File: config.mk
export PLATFORM = sky130hd
export DESIGN_NAME = vrc7_snd_post
export DESIGN_NICKNAME = d
export VERILOG_FILES = /design/src/rtl/vrc7_snd_pkg.sv /design/src/rtl/snd_serial_mul.sv /design/src/rtl/vrc7_snd_post.sv
export SDC_FILE = /design/constraint.sdc
export NUM_CORES = 1
export LEC_CHECK = 0
export CAP_MARGIN = 25
export CELL_PAD_IN_SITES_DETAIL_PLACEMENT = 0
export CELL_PAD_IN_SITES_GLOBAL_PLACEMENT = 1
export CORE_ASPECT_RATIO = 1.2
export CORE_MARGIN = 4
export CORE_UTILIZATION = 42
export CTS_BUF_LIST = sky130_fd_sc_hd__clkbuf_16
export DETAILED_ROUTE_END_ITERATION = 8
export HOLD_SLACK_MARGIN = 0.12
export PLACE_DENSITY_LB_ADDON = 0.1
export SLEW_MARGIN = 20
export SYNTH_ARGS = -nofsm -noshare
export SYNTH_HDL_FRONTEND = slang
export SYNTH_HIERARCHICAL = 1
export SYNTH_SLANG_ARGS = --single-unit
File: constraint.sdc
create_clock -name i_clk -period 5 [get_ports i_clk]
set_input_delay 1 -clock i_clk [delete_from_list [all_inputs] [get_ports i_clk]]
set_output_delay 1 -clock i_clk [all_outputs]
set_load 0.02 [all_outputs]
File: src/rtl/vrc7_snd_pkg.sv
// rtl/vrc7_snd_pkg.sv - shared states, widths and saturation helper for the VRC7 sound post stage
package vrc7_snd_pkg;

  typedef enum logic [2:0] {
    IDLE,
    HPF,
    LPF,
    MUL,
    OUT
  } state_t;

  localparam int SILENCE_CODE = 1024;
  localparam int X_W          = 12;
  localparam int F_W          = 20;
  localparam int ACC_W        = 21;
  localparam int OUT_W        = 16;

  // Clamp a wide signed value into the range of a w-bit signed number.
  function automatic logic signed [31:0] sat(input logic signed [31:0] v, input int w);
    logic signed [31:0] hi;
    logic signed [31:0] lo;
    hi = (32'sd1 <<< (w - 1)) - 32'sd1;
    lo = -(32'sd1 <<< (w - 1));
    if (v > hi)      sat = hi;
    else if (v < lo) sat = lo;
    else             sat = v;
  endfunction

endpackage

File: src/rtl/snd_serial_mul.sv
// rtl/snd_serial_mul.sv - 12x8 signed-by-unsigned shift-add multiplier, one multiplier bit per clock
module snd_serial_mul
  import vrc7_snd_pkg::*;
(
  input  logic                    i_clk,
  input  logic                    i_rst,
  input  logic                    i_start,
  input  logic signed [X_W-1:0]   i_mcand,
  input  logic [7:0]              i_mplier,
  output logic                    o_done,
  output logic signed [ACC_W-1:0] o_prod
);

  logic signed [ACC_W-1:0] r_mcand;
  logic signed [ACC_W-1:0] r_acc;
  logic [7:0]              r_mplier;
  logic [3:0]              r_cnt;

  always_ff @(posedge i_clk) begin
    if (i_rst) begin
      r_mcand  <= '0;
      r_acc    <= '0;
      r_mplier <= '0;
      r_cnt    <= '0;
    end else if (i_start) begin
      r_mcand  <= {{(ACC_W - X_W){i_mcand[X_W-1]}}, i_mcand};
      r_acc    <= '0;
      r_mplier <= i_mplier;
      r_cnt    <= 4'd8;
    end else if (r_cnt != 4'd0) begin
      if (r_mplier[0]) r_acc <= r_acc + r_mcand;
      r_mcand  <= r_mcand <<< 1;
      r_mplier <= r_mplier >> 1;
      r_cnt    <= r_cnt - 4'd1;
    end
  end

  // High during the eighth step; the product is complete after that edge.
  assign o_done = (r_cnt == 4'd1);
  assign o_prod = r_acc;

endmodule

File: src/rtl/vrc7_snd_post.sv
// rtl/vrc7_snd_post.sv - DC block, one-pole low-pass and saturating gain for the VRC7 sample stream
module vrc7_snd_post
  import vrc7_snd_pkg::*;
#(
  parameter int HP_SHIFT = 9,
  parameter int LP_SHIFT = 2
) (
  input  logic        i_clk,
  input  logic        i_rst,
  input  logic        i_in_vld,
  input  logic [10:0] i_in_smp,
  input  logic [7:0]  i_gain,
  input  logic        i_mute,
  output logic        o_in_rdy,
  output logic        o_out_vld,
  output logic [15:0] o_out_smp,
  output logic        o_ovf
);

  state_t                  r_state;
  logic signed [X_W-1:0]   r_x;
  logic signed [X_W-1:0]   r_xp;
  logic [7:0]              r_gain;
  logic signed [F_W-1:0]   r_yh;
  logic signed [F_W-1:0]   r_yl;
  logic                    r_in_rdy;
  logic                    r_out_vld;
  logic [OUT_W-1:0]        r_out_smp;
  logic                    r_ovf;

  logic signed [X_W-1:0]   w_x_in;
  logic signed [31:0]      w_x_e;
  logic signed [31:0]      w_xp_e;
  logic signed [31:0]      w_yh_e;
  logic signed [31:0]      w_hp_sum;
  logic signed [F_W-1:0]   w_yh_nxt;
  logic signed [F_W:0]     w_lp_diff;
  logic signed [F_W-1:0]   w_yl_nxt;
  logic signed [X_W-1:0]   w_m;
  logic                    w_mul_start;
  logic                    w_mul_done;
  logic signed [ACC_W-1:0] w_prod;
  logic signed [31:0]      w_prod_e;
  logic signed [31:0]      w_out_sat;

  assign w_x_in = {1'b0, i_in_smp} - X_W'(SILENCE_CODE);

  assign w_x_e    = r_x;
  assign w_xp_e   = r_xp;
  assign w_yh_e   = r_yh;
  assign w_hp_sum = w_yh_e + ((w_x_e - w_xp_e) <<< 8) - (w_yh_e >>> HP_SHIFT);
  assign w_yh_nxt = F_W'(sat(w_hp_sum, F_W));

  // r_yh already holds this sample's high-pass result when LPF runs.
  assign w_lp_diff = {r_yh[F_W-1], r_yh} - {r_yl[F_W-1], r_yl};
  assign w_yl_nxt  = r_yl + F_W'(w_lp_diff >>> LP_SHIFT);
  assign w_m       = w_yl_nxt[F_W-1:8];

  assign w_mul_start = (r_state == LPF);

  snd_serial_mul u_mul (
    .i_clk    (i_clk),
    .i_rst    (i_rst),
    .i_start  (w_mul_start),
    .i_mcand  (w_m),
    .i_mplier (r_gain),
    .o_done   (w_mul_done),
    .o_prod   (w_prod)
  );

  assign w_prod_e  = w_prod;
  assign w_out_sat = sat(w_prod_e, OUT_W);

  always_ff @(posedge i_clk) begin
    if (i_rst) begin
      r_state   <= IDLE;
      r_x       <= '0;
      r_xp      <= '0;
      r_gain    <= '0;
      r_yh      <= '0;
      r_yl      <= '0;
      r_in_rdy  <= 1'b1;
      r_out_vld <= 1'b0;
      r_out_smp <= '0;
      r_ovf     <= 1'b0;
    end else begin
      r_out_vld <= 1'b0;
      if (i_in_vld && (r_state != IDLE)) r_ovf <= 1'b1;
      case (r_state)
        IDLE: begin
          if (i_in_vld) begin
            r_x      <= w_x_in;
            r_gain   <= i_gain;
            r_in_rdy <= 1'b0;
            r_state  <= HPF;
          end
        end
        HPF: begin
          r_yh    <= w_yh_nxt;
          r_xp    <= r_x;
          r_state <= LPF;
        end
        LPF: begin
          r_yl    <= w_yl_nxt;
          r_state <= MUL;
        end
        MUL: begin
          if (w_mul_done) r_state <= OUT;
        end
        OUT: begin
          r_out_smp <= i_mute ? '0 : OUT_W'(w_out_sat);
          r_out_vld <= 1'b1;
          r_in_rdy  <= 1'b1;
          r_state   <= IDLE;
        end
        default: begin
          r_in_rdy <= 1'b1;
          r_state  <= IDLE;
        end
      endcase
    end
  end

  assign o_in_rdy  = r_in_rdy;
  assign o_out_vld = r_out_vld;
  assign o_out_smp = r_out_smp;
  assign o_ovf     = r_ovf;

endmodule

## Yosys cells after proc, flatten, opt, wreduce, memory -nomap -nowiden

Index checks and enable logic that the tools add are counted.

| storage, ports and cells | value |
|---|---|
| register bits after elaboration | 148 |
| word-level logic and storage cells | 63 |

| cells by class | value |
|---|---|
| add/sub/neg operators | 8 |
| magnitude comparators | 4 |
| eq/ne operators | 7 |
| mux-type cells | 17 |
| bitwise gates (word level) | 1 |
| reductions and logical operators | 11 |

Operator list:

| cell | number |
|---|---|
| $mux 16 | 3 |
| $mux 21 | 2 |
| $mux 20 | 2 |
| $gt 23x20->1 const B | 1 |
| $lt 23x20->1 const B | 1 |
| $sub 22x11->23 | 1 |
| $add 20x21->22 | 1 |
| $add 21x21->21 | 1 |
| $gt 21x16->1 const B | 1 |
| $lt 21x16->1 const B | 1 |
| $sub 20x20->21 | 1 |
| $add 20x19->20 | 1 |
| $mux 8 | 2 |
| $sub 12x12->13 | 1 |
| $pmux 3 s4 | 1 |
| $sub 11x11->12 const B | 1 |
| $mux 4 | 2 |
| $reduce_and 2->1 | 4 |
| $eq 3x2->1 const B | 2 |
| $mux 3 | 2 |
| $eq 4x1->1 const B | 1 |
| $reduce_bool 4->1 | 1 |
| $sub 4x1->4 const B | 1 |
| $eq 3x1->1 const B | 1 |
| 12 further kinds | 13 |

## Longest topological paths before layout

Gate-level depths: netlist of run 1.

| logic depth | value |
|---|---|
| depth after elaboration | 6 |
| mapped depth | 24 |
| gate-level depth less buffers | 23 |

## Cells and area by module

Netlist of run 1, hierarchy kept.

Modules (own cells, without submodules):

| module | instances | cells each | area each (sq um) |
|---|---|---|---|
| vrc7_snd_post | 1 | 895 | 6972.9 |
| snd_serial_mul | 1 | 423 | 3189.3 |

## Worst setup path after synthesis of run 1

OpenSTA, ideal clock, no wires.

| path | value |
|---|---|
| path type | register to register |
| from | register r_xp[1] |
| to | register r_yh[0] |
| setup time | 0.149 ns |
| data arrival time | 4.817 ns |
| setup slack | 0.034 ns |
| stages on the path, launching flop included | 22 |
| period minus slack after synthesis | 4.966 ns |
| path through | dfxtp_1 inv_1 ha_1 nor2b_1 o21ai_0 a21oi_1 o21ai_0 a21oi_1 o21ai_0 a21boi_0 or4b_2 o311ai_0 fa_1 ha_1 o21a_1 o21a_1 or3_1 a311oi_1 nor2_2 buf_4 nand2_1 o32ai_1 |

| on the way | value |
|---|---|
| word-level cells in the longest chain between the ends | 6 |
| elaborated cells on any way between the ends | 7 |
| those cells by class | 3 x add/sub; 2 x order compare; 2 x mux |

RTL lines:

| item | RTL line | source |
|---|---|---|
| start, declared | vrc7_snd_post.sv:22 | `logic signed [X_W-1:0] r_xp;` |
| start signal, assigned | vrc7_snd_post.sv:100 | `r_xp <= r_x;` |
| $sub 12x12->13 * | vrc7_snd_post.sv:51 | `assign w_hp_sum = w_yh_e + ((w_x_e - w_xp_e) <<< 8) - (w_yh_e >>> HP_SHIFT);` |
| $add 20x21->22 * | vrc7_snd_post.sv:51 |  |
| $sub 22x11->23 * | vrc7_snd_post.sv:51 |  |
| $lt 23x20->1 | vrc7_snd_pkg.sv:25 | `else if (v < lo) sat = lo;` |
| $mux 20 | vrc7_snd_pkg.sv:25 |  |
| $mux 20 * | vrc7_snd_pkg.sv:24 | `if (v > hi) sat = hi;` |
| end signal, assigned | vrc7_snd_post.sv:99 | `r_yh <= w_yh_nxt;` |
| end, declared | vrc7_snd_post.sv:24 | `logic signed [F_W-1:0] r_yh;` |

Mark *: on every way between the ends. The rest lies on a longest branch, timed or not.
A chain may end at the register's enable or synchronous reset.

## Worst setup path after layout of run 1

| path | value |
|---|---|
| from | register r_x[0] |
| to | register r_yh[13] |

| on the way | value |
|---|---|
| word-level cells in the longest chain between the ends | 6 |
| elaborated cells on any way between the ends | 7 |
| those cells by class | 3 x add/sub; 2 x order compare; 2 x mux |

RTL lines:

| item | RTL line | source |
|---|---|---|
| start, declared | vrc7_snd_post.sv:21 | `logic signed [X_W-1:0] r_x;` |
| start signal, assigned | vrc7_snd_post.sv:92 | `r_x <= w_x_in;` |
| $sub 12x12->13 * | vrc7_snd_post.sv:51 |  |
| $add 20x21->22 * | vrc7_snd_post.sv:51 |  |
| $sub 22x11->23 * | vrc7_snd_post.sv:51 |  |
| $lt 23x20->1 | vrc7_snd_pkg.sv:25 |  |
| $mux 20 | vrc7_snd_pkg.sv:25 |  |
| $mux 20 * | vrc7_snd_pkg.sv:24 |  |

Marked as above.

==> results of run 1 <==
[state kept, by name, summed over array words and instances, names as in the netlist]
name            flops
u_mul/r_mplier      8
u_mul/r_mcand      21
u_mul/o_prod       21
r_state             3
o_in_rdy            1
o_ovf               1
r_xp               11
o_out_smp          16
r_yh               20
r_gain              8
r_x                11
u_mul/r_cnt         4
o_out_vld           1
r_yl               20
[kinds of logic (layout without fill, tap and decap cells)]
logic type,Yosys count,after routing
muxes,4,4
adders and majority gates,115,115
buffers and inverters,145,221
DFF,146,146
AOI/OAI and AO/OA,386,386
xor gates and xnor gates,57,57
and+or+nand+nor,465,465
[routing by layer]
metal / track usage, % / vias to the layer above
met5: 0 / -
li1: - / 4752
met3: 2.52 / 25
met2: 37.7 / 90
met4: 5.57 / 0
met1: 23.3 / 4277
[through the flow]
| step | worst slack (ps) | utilization [%] | cell area (um^2) |
|---|---|---|---|
| CTS | 8.94 | 49.3 | 11800 |
| global route | -128 | 50.9 | 12200 |
| finish | 93.0 | 50.9 | 12200 |
| global placement | -217 | 46.5 | 11100 |
| floorplan | 34.2 | - | 10200 |
| detailed placement | -356 | 46.5 | 11100 |
[Yosys cell counts (all sizes together) (8+ instances only)]
master    n  area, um^2
dfxtp   146        2920
a21o     30         226
nor2     91         347
clkbuf   48         181
nor3     22         115
ha      100        1250
xor2     19         166
or3      12        76.3
a211oi   20         150
a31oi    20         138
o21a     13        97.6
nand2   231         867
nor2b    13        81.3
and3      9        56.3
nand2b   16         100
a21oi   168         860
o21bai    8        60.1
xnor2    38         333
inv      92         345
a221oi   11         103
fa       15         300
o21ai    64         324
nand3    26         130
[critical path, cell delays in order (launching register included)]
cell,delay [ps]
dfxtp_2,330
inv_2,40
ha_4,160
fa_2,350
nor2b_1,120
o21ai_1,100
a21oi_1,200
o21ai_1,110
a21boi_1,160
o21ai_2,110
nand3_2,90
nand2b_4,60
fa_1,540
inv_2,50
ha_4,260
buf_6,130
nand3_1,70
or3_1,330
o21ai_1,140
o21a_1,190
or3_4,170
buf_6,110
a41oi_4,100
buf_4,160
or4b_4,500
a221oi_2,220
[layout make-up]
cell class | instances | area share, %
repair buffers | 97 | 7.28
clock buffers | 17 | 3.50
flip-flops and latches | 146 | 24.1
well taps | 320 | 3.29
clock inverters | 15 | 1.20
inverters | 92 | 2.84
multi-input cells | 1027 | 57.8
[cell usage in the layout, fill, tap and decap left out, drive strengths merged, types with 22 or more instances in the layout]
master         Yosys  layout
xnor2             38      38
buf                5      55
o21ai             64      64
nand3             26      26
dfxtp            146     146
inv               92      98
nand2            231     231
clkdlybuf4s50      0      40
a21oi            168     168
a21o              30      30
nor3              22      22
nor2              91      91
ha               100     100
[worst paths after layout]
check / start / slack (ps) / to
setup / recovery: r_x[0]$_SDFFE_PP0P_ / 90 / r_yh[13]$_SDFFE_PP0P_
hold / removal: o_out_smp[7]$_SDFFE_PP0P_ / 450 / o_out_smp[7]$_SDFFE_PP0P_
setup reg to reg: r_x[0]$_SDFFE_PP0P_ / 90 / r_yh[13]$_SDFFE_PP0P_
hold reg to reg: o_out_smp[7]$_SDFFE_PP0P_ / 450 / o_out_smp[7]$_SDFFE_PP0P_
[timing repair]
action	4_1_cts	5_1_grt
setup buffers	5	7
pin swaps	16	32
endpoints found under the setup margin	19	19
endpoints found under the hold margin	0	0
resized for setup	20	63
gates cloned	0	1
==> results.cfg, run 1 <==
[status]
status = finished clean

[detailed_routing]
drtIter0Drc = 365
route.detailed.drc = 0
routed_wirelength_um = 26200
vias = 9144
wl_met2_um = 13800
routedWlPerCell_um = 15.3
met3_wirelength_um = 434
highest_layer = met4
viasPerCell = 5.33
firstDrtPassIters = 4
wl_met1_um = 11600
ant_nets = 0

[global_routing]
antenna_found_initial = 0
grt_pass1_wl_um = 43500
grt-ovfl-total = 0
grt_pass1_vias = 8975
grt_start_max_net_pins = 70
gr-usage-all-layers_pct = 19.9

[synth]
synth_compound_area_share_pct = 24.4
synth.distinct_cells = 81
yosysSeqAreaShare_pct = 28.8
synth_edf_count = 0
synth_nets = 1456
synth_area_um2 = 10200
synth_simple_gate_area_share_pct = 20.8
synthAdderAreaFrac_pct = 15.3
synthArstFlopShare_pct = 0
synth_xor_area_share_pct = 4.91
muxShareOfSynthArea_pct = 0.406
synth_cells = 1318
synth_top_family_by_area = compound AO/OA/AOI/OAI gates
synth_warnings = 6
synth-seq-cells = 146
ys.flop_type = dfxtp_1
avgSynthCellArea_um2 = 7.71

[cts]
cts_buffers = 17
clock_path_buffers = 2
insertion_delay_ps = 430
clkSlewWorstSetupHoldPaths_ps = 70
cts_sinks = 146
htreeDepth = 4
tritoncts = built
ctsHoldBuffers = 0
cts-root-buf = clkbuf_16

[die]
core-area_um2 = 23900
die-area_um2 = 26800
boundaryPins = 42
chipHeight_um = 178
initial_core_util_pct = 42.5
row_count = 62
die_w_um = 150

[run]
max-cap-violations = 0

[sta]
finalCriticalPeriod_ps = 4910
maxSlewHeadroom_pct = 43.2
hold_ws_ps = 452
final.setup.tns_ps = 0
rsz0062_at_grt = yes
maxSlewViolCount = 0
period_share_pct = 98.1
hold_viol = 0
worstMarginPinSlew_ps = 852
fmax_mhz = 204
finalSetupViolCount = 0
finClkSkew_ps = 18.7

[min_path]
min_path_cells = 2
hold_path.class = reg2reg

[finish]
final_layout_size_suffix_gt1_share_pct = 12.8
final_nets = 1519
fillers = 2464
multiInputGateArea_um2 = 7040
regArea_um2 = 2930
finalNonFillerCells = 1714
syn_to_final_growth_pct = 19.7
diodes = 0

[place]
dp_cells = 1670
io_buffers = 41
gp_congestion = 0.889
dp_hpwl_um = 19400

[setup_path]
crit_path_end_kind = flip-flop
path_class = reg2reg
crit_path_start_kind = flip-flop
ff2ff_path_depth = 25
worstPathArrival_ps = 5240
required_ps = 5330
crit_fanout = 6
Power of run 1 is left out: the tool's default activity adds up to more than one toggle a clock period on the data nets, which glitch-free logic cannot reach.
==> run 2: changes to the inputs <==
CORE_MARGIN = 2   (was 4)
==> run 2 against run 1 <==
  * Clock-buffer cell count unchanged
  * Routed wire length decreased by 1.4%
  * Maximum frequency increased by 2.5%
  * Sequential share of layout area about the same
  * Highest routed layer unchanged
  * Register-to-register slack improved by 120 ps
  * Worst setup slack improved by 120 ps
  * Core utilization about the same
  * Clock skew decreased by 11 ps
  * Global-route usage increased by 0.97 points
  * Die area decreased by 4.8%
  * Cell area about the same
  * Critical endpoint unchanged
  * Final cell count increased by 0.29%
==> results.cfg, run 2 (synthesized netlist as in run 1, its figures left out) <==
[cts]
cts_buffers = 17
insertion_delay_ps = 440
cts_sinks = 146
cts-root-buf = clkbuf_16
tritoncts = built
clock_path_buffers = 2
htreeDepth = 4
clkSlewWorstSetupHoldPaths_ps = 70

[sta]
finalCriticalPeriod_ps = 4790
maxSlewHeadroom_pct = 37.4
finalSetupViolCount = 0
hold_ws_ps = 449
finClkSkew_ps = 7.96
maxSlewViolCount = 0
fin_ws_ps = 211
hold_viol = 0
final.setup.tns_ps = 0
period_share_pct = 95.8
fmax_mhz = 209
worstMarginPinSlew_ps = 939

[detailed_routing]
routedWlPerCell_um = 15.1
ant_nets = 0
vias = 9192
drtIter0Drc = 446
routed_wirelength_um = 25900
route.detailed.drc = 0
firstDrtPassIters = 4
viasPerCell = 5.35

[run]
max-cap-violations = 0

[global_routing]
grt_pass1_vias = 8914
grt_start_max_net_pins = 101
grt-ovfl-total = 0
grt_pass1_wl_um = 43700
antenna_found_initial = 0
gr-usage-all-layers_pct = 20.9

[place]
dp_hpwl_um = 19000
io_buffers = 41
placed_area_um2 = 11100
dp_slack_ps = -386
gp_congestion = 0.876

[setup_path]
reg2reg_from = r_x[0]$_SDFFE_PP0P_
crit_fanout = 4
worstPathArrival_ps = 5140
ff2ff_path_depth = 23
crit_path_start_kind = flip-flop
required_ps = 5350
path_class = reg2reg
r2r-end = r_yh[13]$_SDFFE_PP0P_
cpPeakStageDelay_ps = 550
crit_path_end_kind = flip-flop
rrSetupSlack_ps = 210
path_cells = inv_1 > ha_2 > buf_4 > nor2b_4 > o21ai_2 > a21oi_2 > o21ai_2 > a21oi_2 > o21ai_2 > a21boi_2 > or4b_4 > o311ai_4 > fa_1 > ha_4 > nand2_2 > a21oi_2 > o211ai_1 > o311ai_4 > buf_4 > a311oi_2 > buf_4 > or4b_4 > a221oi_2
slowest_stage = or4b_4

[die]
boundaryPins = 42
row_count = 62
initial_core_util_pct = 42.5
die_w_um = 146
die-area_um2 = 25500
chipHeight_um = 174
core-area_um2 = 23900

[status]
status = finished clean

[finish]
fillers = 2471
stdcell_area_um2 = 12200
layout_commonest_cell = nand2_1
regArea_um2 = 2930
multiInputGateArea_um2 = 6970
final_layout_size_suffix_gt1_share_pct = 12.7
syn_to_final_growth_pct = 19.6
final_nets = 1524
mostFrequentLayoutCells = 229 x nand2_1, 156 x a21oi_1, 143 x dfxtp_1, 95 x ha_1
diodes = 0

[min_path]
min_path_cells = 2
hold_path.class = reg2reg
min_to = o_out_smp[12]$_SDFFE_PP0P_
min_from = o_out_smp[12]$_SDFFE_PP0P_
## run 2: cell count changes in the layout (fill, tap and decap cells not counted), moves of 3 or more
cell | previous run | this run
a211oi_1 | 16 | 20
a211oi_2 | 4 | 0
a21boi_1 | 4 | 0
a221oi_1 | 3 | 7
a221oi_2 | 8 | 4
buf_4 | 49 | 55
inv_8 | 3 | 0
## run 2: area by class of cell
class	count	area share (%)
clock buffer	17	3.50
clock inverter	15	1.30
inverter	92	2.84
multi-input combinational	1027	57.3
sequential	146	24.1
tap	320	3.29
timing repair buffer	102	7.67
## run 2: per-layer routing
metal  track usage [%]  part of all wire (%)  vias to the layer above
li1                  -                     -                     4754
met1              24.0                    44                     4322
met2              39.1                    52                       76
met3              2.97                   1.8                       40
met4              7.52                   2.3                        0
met5                 0                     0                        -
## run 2: metrics by stage
| step | utilization, % | instances |
|---|---|---|
| global placement | 46.5 | 1670 |
| global route | 50.9 | 1719 |
| finish | 50.9 | 1719 |
| floorplan | - | 1318 |
| CTS | 49.7 | 1711 |
| detailed placement | 46.5 | 1670 |
## run 2: critical path, delay by kind of cell, from the launching register on
kind | cells | cell delay [ps]
AOI/OAI and AO/OA | 12 | 1700
DFF | 1 | 320
and+or+nand+nor | 4 | 1170
adders and majority gates | 3 | 980
buffers and inverters | 4 | 510
## run 2: what timing repair did
item,4_1_cts,5_1_grt
pin swaps,18,27
hold buffers,0,0
setup buffers,8,7
resized for setup,25,47
setup endpoints to repair,19,19
cloned,1,0
## run 2: worst max-delay path by stage
stage / depth (start not counted) / startpoint / endpoint
finish: 23 / r_x[0]$_SDFFE_PP0P_ / r_yh[13]$_SDFFE_PP0P_
global route: 26 / r_x[0]$_SDFFE_PP0P_ / r_yh[2]$_SDFFE_PP0P_
CTS: 28 / r_x[0]$_SDFFE_PP0P_ / r_yh[13]$_SDFFE_PP0P_
detailed placement: 21 / r_xp[1]$_SDFFE_PP0P_ / r_yh[15]$_SDFFE_PP0P_
global placement: 21 / r_xp[1]$_SDFFE_PP0P_ / r_yh[3]$_SDFFE_PP0P_
floorplan: 21 / r_xp[1]$_SDFFE_PP0P_ / r_yh[0]$_SDFFE_PP0P_
Power of run 2 is left out for the same reason.
==> run 3: changes to the inputs <==
CAP_MARGIN = default   (was 25)
==> results of run 3 <==
The final DEF is identical to that of run 2; final timing and power are the same.
Power of run 3 is left out for the same reason.
